### src/rtl/debounce_bank.sv
`default_nettype none
// ============================================================================
// Module   : debounce_bank
// Brief    : N_CH-channel synchronizer + debouncer with rise/fall pulses.
//            Optional long-press detection via DEBOUNCE_BANK_LONGPRESS_EN.
// Revision : 1.0 - initial release
// ============================================================================
module debounce_bank #(
    parameter int N_CH        = 4,
    parameter int DB_CYCLES   = 50_000_000,
    parameter int SYNC_STAGES = 2,
    parameter int LONG_CYCLES = 150_000_000
) (
    input  logic            clk_i,
    input  logic            rst_i,
    input  logic [N_CH-1:0] signal_i,
    output logic [N_CH-1:0] level_o,
    output logic [N_CH-1:0] rise_o,
    output logic [N_CH-1:0] fall_o,
`ifdef DEBOUNCE_BANK_LONGPRESS_EN
    output logic [N_CH-1:0] long_o,
`endif
    output logic            any_event_o
);

    localparam int CNT_W = $clog2(DB_CYCLES + 1);
    localparam logic [CNT_W-1:0] DB_MAX  = CNT_W'(DB_CYCLES);
    localparam logic [CNT_W-1:0] CNT_ONE = CNT_W'(1);

    localparam logic [0:0] ST_STABLE   = 1'b0;
    localparam logic [0:0] ST_CHANGING = 1'b1;

    logic [N_CH-1:0] rise_nx;
    logic [N_CH-1:0] fall_nx;
    logic            any_q;

`ifdef DEBOUNCE_BANK_LONGPRESS_EN
    localparam int HOLD_W = $clog2(LONG_CYCLES + 1);
    localparam logic [HOLD_W-1:0] HOLD_MAX  = HOLD_W'(LONG_CYCLES);
    localparam logic [HOLD_W-1:0] HOLD_LAST = HOLD_W'(LONG_CYCLES - 1);
    localparam logic [HOLD_W-1:0] HOLD_ONE  = HOLD_W'(1);

    logic [N_CH-1:0] long_nx;
`else
    // Long-press hardware is absent in this build; the parameter is only range-checked.
    if (LONG_CYCLES < 1) begin : g_long_cycles_unsupported
    end
`endif

    for (genvar k = 0; k < N_CH; k++) begin : g_ch
        logic [SYNC_STAGES-1:0] sync_q;
        logic                   sync_bit;
        logic [0:0]             state_q, state_d;
        logic [CNT_W-1:0]       cnt_q, cnt_d;
        logic                   level_q, level_d;
        logic                   rise_q, fall_q;

        assign sync_bit = sync_q[SYNC_STAGES-1];

        always_comb begin
            state_d = state_q;
            cnt_d   = cnt_q;
            level_d = level_q;
            case (state_q)
                ST_STABLE: begin
                    if (sync_bit != level_q) begin
                        state_d = ST_CHANGING;
                        cnt_d   = CNT_ONE;
                    end
                end
                ST_CHANGING: begin
                    if (sync_bit == level_q) begin
                        state_d = ST_STABLE;
                        cnt_d   = '0;
                    end else if (cnt_q >= DB_MAX) begin
                        // Stable long enough: accept the new level.
                        level_d = ~level_q;
                        state_d = ST_STABLE;
                        cnt_d   = '0;
                    end else begin
                        cnt_d = cnt_q + CNT_ONE;
                    end
                end
                default: begin
                    state_d = ST_STABLE;
                    cnt_d   = '0;
                end
            endcase
        end

        assign rise_nx[k] = level_d & ~level_q;
        assign fall_nx[k] = ~level_d & level_q;

        always_ff @(posedge clk_i) begin
            if (rst_i) begin
                sync_q  <= '0;
                state_q <= ST_STABLE;
                cnt_q   <= '0;
                level_q <= 1'b0;
                rise_q  <= 1'b0;
                fall_q  <= 1'b0;
            end else begin
                sync_q  <= {sync_q[SYNC_STAGES-2:0], signal_i[k]};
                state_q <= state_d;
                cnt_q   <= cnt_d;
                level_q <= level_d;
                rise_q  <= rise_nx[k];
                fall_q  <= fall_nx[k];
            end
        end

        assign level_o[k] = level_q;
        assign rise_o[k]  = rise_q;
        assign fall_o[k]  = fall_q;

`ifdef DEBOUNCE_BANK_LONGPRESS_EN
        logic [HOLD_W-1:0] hold_q, hold_d;
        logic              long_q, long_d;

        // Hold counter saturates so each press yields at most one pulse.
        always_comb begin
            hold_d = '0;
            long_d = 1'b0;
            if (level_q) begin
                hold_d = (hold_q == HOLD_MAX) ? hold_q : hold_q + HOLD_ONE;
                long_d = (hold_q == HOLD_LAST);
            end
        end

        always_ff @(posedge clk_i) begin
            if (rst_i) begin
                hold_q <= '0;
                long_q <= 1'b0;
            end else begin
                hold_q <= hold_d;
                long_q <= long_d;
            end
        end

        assign long_o[k]  = long_q;
        assign long_nx[k] = long_d;
`endif
    end

    always_ff @(posedge clk_i) begin
        if (rst_i) begin
            any_q <= 1'b0;
        end else begin
`ifdef DEBOUNCE_BANK_LONGPRESS_EN
            any_q <= (|rise_nx) | (|fall_nx) | (|long_nx);
`else
            any_q <= (|rise_nx) | (|fall_nx);
`endif
        end
    end

    assign any_event_o = any_q;

endmodule
`default_nettype wire

### config.mk
export PLATFORM = sky130hd
export DESIGN_NAME = debounce_bank
export DESIGN_NICKNAME = d
export VERILOG_FILES = /design/src/rtl/debounce_bank.sv
export SDC_FILE = /design/constraint.sdc
export NUM_CORES = 1
export LEC_CHECK = 0
export BUFFER_PORTS_ARGS = -buffer_cell sky130_fd_sc_hd__buf_4
export CAP_MARGIN = 0
export CELL_PAD_IN_SITES_DETAIL_PLACEMENT = 0
export CELL_PAD_IN_SITES_GLOBAL_PLACEMENT = 1
export CORE_MARGIN = 2
export CORE_UTILIZATION = 45
export CTS_CLUSTER_SIZE = 24
export DETAILED_ROUTE_END_ITERATION = 10
export PLACE_DENSITY_LB_ADDON = 0.1
export SLEW_MARGIN = 0
export SYNTH_ARGS = -nofsm -noshare
export SYNTH_HDL_FRONTEND = slang
export SYNTH_SLANG_ARGS = --single-unit
### constraint.sdc
create_clock -name clk_i -period 3.16 [get_ports clk_i]
set_input_delay 0.158 -clock clk_i [delete_from_list [all_inputs] [get_ports clk_i]]
set_output_delay 0.158 -clock clk_i [all_outputs]
set_load 0.02 [all_outputs]
==> impl_metrics.env, run 1 <==
export IMPL_synth_mux_area_share_pct=2.88
export IMPL_fin_crit_sh_pct=75.8
export IMPL_synth_top_cell_by_area="dfxtp_1"
export IMPL_end_kind="register"
export IMPL_synthAdderAreaFrac_pct=1.52
export IMPL_post_cts_resized=0
export IMPL_slew_headroom_pct=58.7
export IMPL_yosysUniqueCellTypes=74
export IMPL_wirelength_um=15000
export IMPL_maxCapViolCount=0
export IMPL_ys_seq_area_share_pct=39.1
export IMPL_cts_tree="built"
export IMPL_synth_xor_area_share_pct=2.39
export IMPL_fin_worst_skew_ns=0.00691
export IMPL_cp_top_family="compound AO/OA/AOI/OAI gates"
export IMPL_syn2layout_area_growth_pct=12.9
export IMPL_die_w_um=125
export IMPL_hold_ws_ns=-0.00182
export IMPL_grt_pass1_vias=5373
export IMPL_p_per_area_nw_per_um2=497
export IMPL_numCtsBuffers=17
export IMPL_n_antenna_cell=0
export IMPL_drc_errors=0
export IMPL_final_common_cell="dfxtp_1"
export IMPL_die_h_um=125
export IMPL_syn_avg_cell_area_um2=8.19
export IMPL_rsz0062_at_grt="no"
export IMPL_critPathBufInv=1
export IMPL_synthCells=806
export IMPL_p_leak_nw=2.60
export IMPL_post_drt_via_cell_ratio=5.75
export IMPL_final_cell_mix="dfxtp_1 (129), nand2_1 (89), nand3_1 (74), a21oi_1 (41), buf_4 (36)"
export IMPL_ir_worst_vdd_v=0.000382
export IMPL_globalplace_congestion=0.821
export IMPL_grt_overflow=0
export IMPL_nets=830
export IMPL_yosys_most_used_dff="dfxtp_1"
export IMPL_boundaryPins=19
export IMPL_hold_class="in2reg"
export IMPL_final_util_pct=51.7
export IMPL_routed_via_count=5820
export IMPL_wl_per_cell_um=14.8
export IMPL_ys_top_cells_by_area="dfxtp_1 (39%), nand3_1 (5.6%), nand2_1 (5.1%)"
export IMPL_slowest_delay_ns=0.41
export IMPL_netlist_area_um2=6600
export IMPL_yosys_warnings=0
export IMPL_root_buffer="clkbuf_16"
export IMPL_async_flop_share_pct=0
export IMPL_drt_iter0_drc=412
export IMPL_synth_compound_area_share_pct=18.0
export IMPL_cp_data_required_time_ns=3.47
export IMPL_ant_nets=0
export IMPL_finalHoldViolations=1
export IMPL_clockBufferDepth=2
export IMPL_status="finished, violations left"
export IMPL_initial_utilization_pct=45.8
export IMPL_port_buffers=18
export IMPL_grt_pass1_wl_um=25700
export IMPL_first_pass_iters=6
export IMPL_syn_nets=820
export IMPL_die_area_um2=15700
export IMPL_final_setup_tns_ns=0
export IMPL_ys_ff_latch=129
export IMPL_drive_above_1_share_pct=9.66
export IMPL_crit_arrival_ns=2.71
export IMPL_crit_chain="inv_1 -> ha_1 -> nor4bb_1 -> a31oi_1 -> o221ai_1 -> a22oi_2 -> nand2_1 -> o311ai_1"
export IMPL_cts_max_level=4
export IMPL_synthSimpleGateAreaFrac_pct=30.2
export IMPL_clkSinkCount=129
export IMPL_clk_latency_ns=0.41
export IMPL_synth_top_family_by_area="simple AND/OR/NAND/NOR gates"
export IMPL_synth_edf_count=0
export IMPL_grtUsageTotal_pct=19.4
export IMPL_critPathLaunchType="register"
export IMPL_timing_fmax_mhz=418
export IMPL_yosys_area_top_type_share_pct=39.1
export IMPL_antenna_found_initial=0
export IMPL_rows=44
export IMPL_drv_slew=0
export IMPL_grt_max_degree=50
export IMPL_core_area_um2=14400
export IMPL_path_clk_slew_ns=0.06
export IMPL_fin_crit_ns=2.39
export IMPL_cp_max_fo=12
export IMPL_finalSetupViolCount=0
export IMPL_violations="negative hold slack"
export IMPL_slowest_stage="a22oi_2"
export IMPL_tightest_slew_ns=0.617
export IMPL_critical_path_class="reg2reg"
export IMPL_dp_hpwl_um=9990
==> synth_stat cells, types with 22 or more instances <==
cell	number
a31oi_1	22
clkbuf_1	22
nand3_1	74
nor3_1	24
dfxtp_1	129
and3_1	31
a21oi_1	41
o21ai_1	33
nand2_1	89
nand4_1	27
nor2_1	33
inv_1	31
==> power by group <==
part           internal [mW]  switching (mW)
Combinational         0.0373          0.0687
Clock                   1.26           0.693
Sequential              1.64          0.0100
==> final timing paths <==
kind | start | endpoint | slack, ns | cells after the start
hold reg to reg | g_ch[2].sync_q[0] | g_ch[2].sync_q[1] | 0.45 | 1
setup reg to reg | g_ch[3].cnt_q[0] | g_ch[3].cnt_q[15] | 0.77 | 8
hold / removal | signal_i[1] | g_ch[1].sync_q[0] | -0.002 | 2
setup / recovery | g_ch[3].cnt_q[0] | g_ch[3].cnt_q[15] | 0.77 | 8
==> layout make-up <==
class | instances | area (µm²)
Inverter | 32 | 120
Multi-Input combinational cell | 597 | 3640
Clock inverter | 5 | 75.1
Sequential cell | 129 | 2580
Timing Repair Buffer | 39 | 300
Fill cell | 1379 | 6970
Clock buffer | 26 | 509
Tap cell | 184 | 230
==> state kept, by name, indices dropped and copies added, names as in the netlist <==
register / flops
g_ch.cnt_q: 104
g_ch.sync_q: 8
g_ch.fall_q: 4
g_ch.level_q: 4
g_ch.rise_q: 4
g_ch.state_q: 4
any_event_o: 1
==> metal layers <==
metal / routed length (µm) / GRT usage [%] / vias up
li1: - / - / 2984
met1: 7560 / 26.2 / 2747
met2: 6800 / 30.7 / 74
met3: 462 / 5.09 / 15
met4: 159 / 6.01 / 0
met5: 0 / 0 / -
==> metrics by stage <==
step | hold WS (ns) | area [µm²] | power [mW] | instances | setup WS (ns)
floorplan | 0.286 | 6600 | 1.75 | 806 | 1.10
global placement | 0.389 | 6840 | 1.78 | 978 | 0.829
detailed placement | 0.385 | 6840 | 1.79 | 978 | 0.757
CTS | 0.000719 | 7450 | 3.74 | 1012 | 0.743
global route | 0.00540 | 7450 | 3.83 | 1012 | 0.518
finish | -0.00182 | 7450 | 3.70 | 1012 | 0.766
==> kinds of logic after synthesis <==
group                      Yosys count
and+or+nand+nor                    368
AOI/OAI and AO/OA                  184
DFF                                129
buffers and inverters               80
muxes                               19
xor gates and xnor gates            18
adders and majority gates            8
==> timing repair <==
| action | CTS | global route |
|---|---|---|
| hold buffers | 3 | 0 |
| endpoints found under the hold margin | 3 | 0 |
| buffers inserted | 0 | 0 |
Power figures use the tool's default switching activity.
==> inputs of run 2 (changes only) <==
Settings changed: ABC_AREA set to 1, CORE_UTILIZATION 45 to 40.
Clock period 3.16 ns to 2 ns, I/O delays scaled along.
==> impl_metrics.env, run 2 <==
export IMPL_status="finished, final reports clean"
export IMPL_ys_seq_area_share_pct=33.5
export IMPL_die_h_um=143
export IMPL_rows=50
export IMPL_hold_class="in2reg"
export IMPL_synthCells=1238
export IMPL_top_regs="g_ch.cnt_q (104), g_ch.sync_q (8)"
export IMPL_routed_via_count=7424
export IMPL_top_register="g_ch.cnt_q"
export IMPL_dp_hpwl_um=14100
export IMPL_grt_max_degree=43
export IMPL_synthMostInstantiatedCell="nand2_1"
export IMPL_slowest_delay_ns=0.43
export IMPL_cp_max_fo=6
export IMPL_path_clk_slew_ns=0.06
export IMPL_final_cell_mix="nand2_1 (357), nor2_1 (212), inv_1 (134), dfxtp_1 (129), a21oi_1 (94)"
export IMPL_synth_edf_count=0
export IMPL_clockBufferDepth=2
export IMPL_ys_top_cells_by_area="dfxtp_1 (34%), nand2_1 (17%), nor2_1 (10%)"
export IMPL_grt_overflow=0
export IMPL_critical_path_class="reg2reg"
export IMPL_syn_nets=1252
export IMPL_antenna_found_initial=0
export IMPL_maxCapViolCount=0
export IMPL_met2_usage_pct=32.3
export IMPL_rsz0062_at_grt="no"
export IMPL_p_per_area_nw_per_um2=726
export IMPL_timing_fmax_mhz=557
export IMPL_wl_per_cell_um=13.4
export IMPL_async_flop_share_pct=0
export IMPL_fin_crit_ns=1.79
export IMPL_final_setup_tns_ns=0
export IMPL_use_met1_pct=28.5
export IMPL_globalplace_congestion=0.819
export IMPL_die_area_um2=20400
export IMPL_slew_headroom_pct=63.4
export IMPL_first_pass_iters=5
export IMPL_grtUsageTotal_pct=20.2
export IMPL_ir_worst_vdd_v=0.000677
export IMPL_core_area_um2=18800
export IMPL_cts_tree="built"
export IMPL_drt_iter0_drc=405
export IMPL_ant_nets=0
export IMPL_tightest_slew_ns=0.548
export IMPL_p_leak_nw=3.34
export IMPL_cts_setup_buffers=0
export IMPL_numCtsBuffers=17
export IMPL_synth_top_cell_by_area="dfxtp_1"
export IMPL_grt_pass1_vias=6694
export IMPL_n_antenna_cell=0
export IMPL_crit_arrival_ns=2.09
export IMPL_critPathLaunchType="register"
export IMPL_clk_latency_ns=0.42
export IMPL_finalHoldViolations=0
export IMPL_yosys_area_top_type_share_pct=33.5
export IMPL_drc_errors=0
export IMPL_ys_ff_latch=129
export IMPL_largest_register_ffs=104
export IMPL_drive_above_1_share_pct=7.95
export IMPL_end_kind="register"
export IMPL_top_usage_layer="met2"
export IMPL_finalSetupViolCount=0
export IMPL_slowest_stage="dfxtp_1"
export IMPL_root_buffer="clkbuf_16"
export IMPL_cts_max_level=4
export IMPL_syn_avg_cell_area_um2=6.22
export IMPL_initial_utilization_pct=41.0
export IMPL_hold_ws_ns=0.0709
export IMPL_crit_chain="ha_1 -> nand2_1 -> nor2_1 -> nand2_1 -> nor2_1 -> nand2_1 -> nor2_1 -> nand4_1 -> nand2_1 -> a21oi_1"
export IMPL_clkSinkCount=129
export IMPL_cp_common_cell="nand2_1"
export IMPL_cp_data_required_time_ns=2.29
export IMPL_port_buffers=18
export IMPL_nFillCells=2003
export IMPL_netlist_area_um2=7700
export IMPL_drv_slew=0
export IMPL_post_drt_via_cell_ratio=4.94
export IMPL_wirelength_um=20100
export IMPL_yosysUniqueCellTypes=41
export IMPL_nets=1272
export IMPL_synth_top_cells_by_count="nand2_1 (357), nor2_1 (212), inv_1 (134), dfxtp_1 (129), a21oi_1 (95)"
export IMPL_boundaryPins=19
export IMPL_met3_usage_pct=3.89
export IMPL_fin_worst_skew_ns=0.0136
export IMPL_syn2layout_area_growth_pct=14.1
export IMPL_final_common_cell="nand2_1"
export IMPL_yosys_warnings=0
export IMPL_die_w_um=143
export IMPL_yosys_most_used_dff="dfxtp_1"
export IMPL_grt_pass1_wl_um=33200
export IMPL_fin_crit_sh_pct=89.7
[run 2: changes by cell type in the layout (fill, tap and decap cells not counted), sizes merged, moves of 10 or more]
| cell | previous run | this run |
|---|---|---|
| and2 | 11 | 1 |
| and3 | 31 | 1 |
| o21ai | 53 | 31 |
| nand3 | 74 | 94 |
| nand2 | 90 | 360 |
| a21oi | 43 | 95 |
| or3 | 17 | 0 |
| and4 | 13 | 0 |
| nor2b | 10 | 0 |
| inv | 32 | 137 |
| mux2i | 19 | 0 |
| a31oi | 22 | 0 |
| nor2 | 34 | 223 |
[run 2: kinds of logic after synthesis]
| kind of cell | share of synthesized area, % |
|---|---|
| flops | 33.5 |
| buf+inv | 9.78 |
| fa+ha+maj | 1.30 |
| simple gates | 41.6 |
| xor+xnor | 4.08 |
| compound gates | 9.67 |
[run 2: where the power goes]
group | leakage [nW] | switching, mW | internal, mW
logic | 1.97 | 0.128 | 0.0465
registers | 1.04 | 0.0101 | 2.58
clock network | 0.332 | 1.19 | 2.42
total | 3.34 | 1.33 | 5.05
[run 2: layout make-up]
class | instances | area [µm²] | area share (%)
Sequential cell | 129 | 2580 | 29.4
Clock buffer | 20 | 467 | 5.31
Multi-Input combinational cell | 933 | 4380 | 49.9
Clock inverter | 11 | 208 | 2.37
Tap cell | 234 | 293 | 3.33
Inverter | 137 | 514 | 5.86
Timing Repair Buffer | 40 | 335 | 3.82
[run 2: worst max-delay path: cells and delay by family (launching register included)]
kind            cells  cell delay, ns
compound gates      1            0.05
fa+ha+maj           1            0.23
flops               1            0.43
simple gates        8            0.96
[run 2: path summary, 6_finish.rpt]
path                                   startpoint  slack, ns  cells after the start                end
worst max-delay path             g_ch[2].cnt_q[1]       0.21                     10  g_ch[2].cnt_q[24]
worst min-delay path                        rst_i       0.07                      2  g_ch[1].cnt_q[18]
worst max register to register   g_ch[2].cnt_q[1]       0.21                     10  g_ch[2].cnt_q[24]
worst min register to register  g_ch[1].sync_q[0]       0.40                      2  g_ch[1].sync_q[1]
[run 2: through the flow]
stage	setup WS, ns	power, mW	area [µm²]	instances	utilization (%)
final	0.206	6.38	8780	1504	46.8
after global routing	0.0342	6.58	8780	1504	46.8
after CTS	0.145	6.46	8770	1503	46.7
after detailed placement	0.177	2.82	8050	1468	42.9
after global placement	0.203	2.82	8050	1468	42.9
after floorplan	0.488	2.76	7700	1238	-
[run 2: what timing repair did]
item,in CTS,in global routing
endpoints found under the setup margin,0,9
hold buffers,4,0
endpoints found under the hold margin,4,0
gates resized for setup,0,2
[run 2: layer usage]
metal  part of all wire [%]  vias up  wire (µm)
met3                    3.3       14        661
met5                      0        -          0
met2                     44      102       8940
met1                     52     3333      10400
li1                       -     3975          -
met4                   0.65        0        130
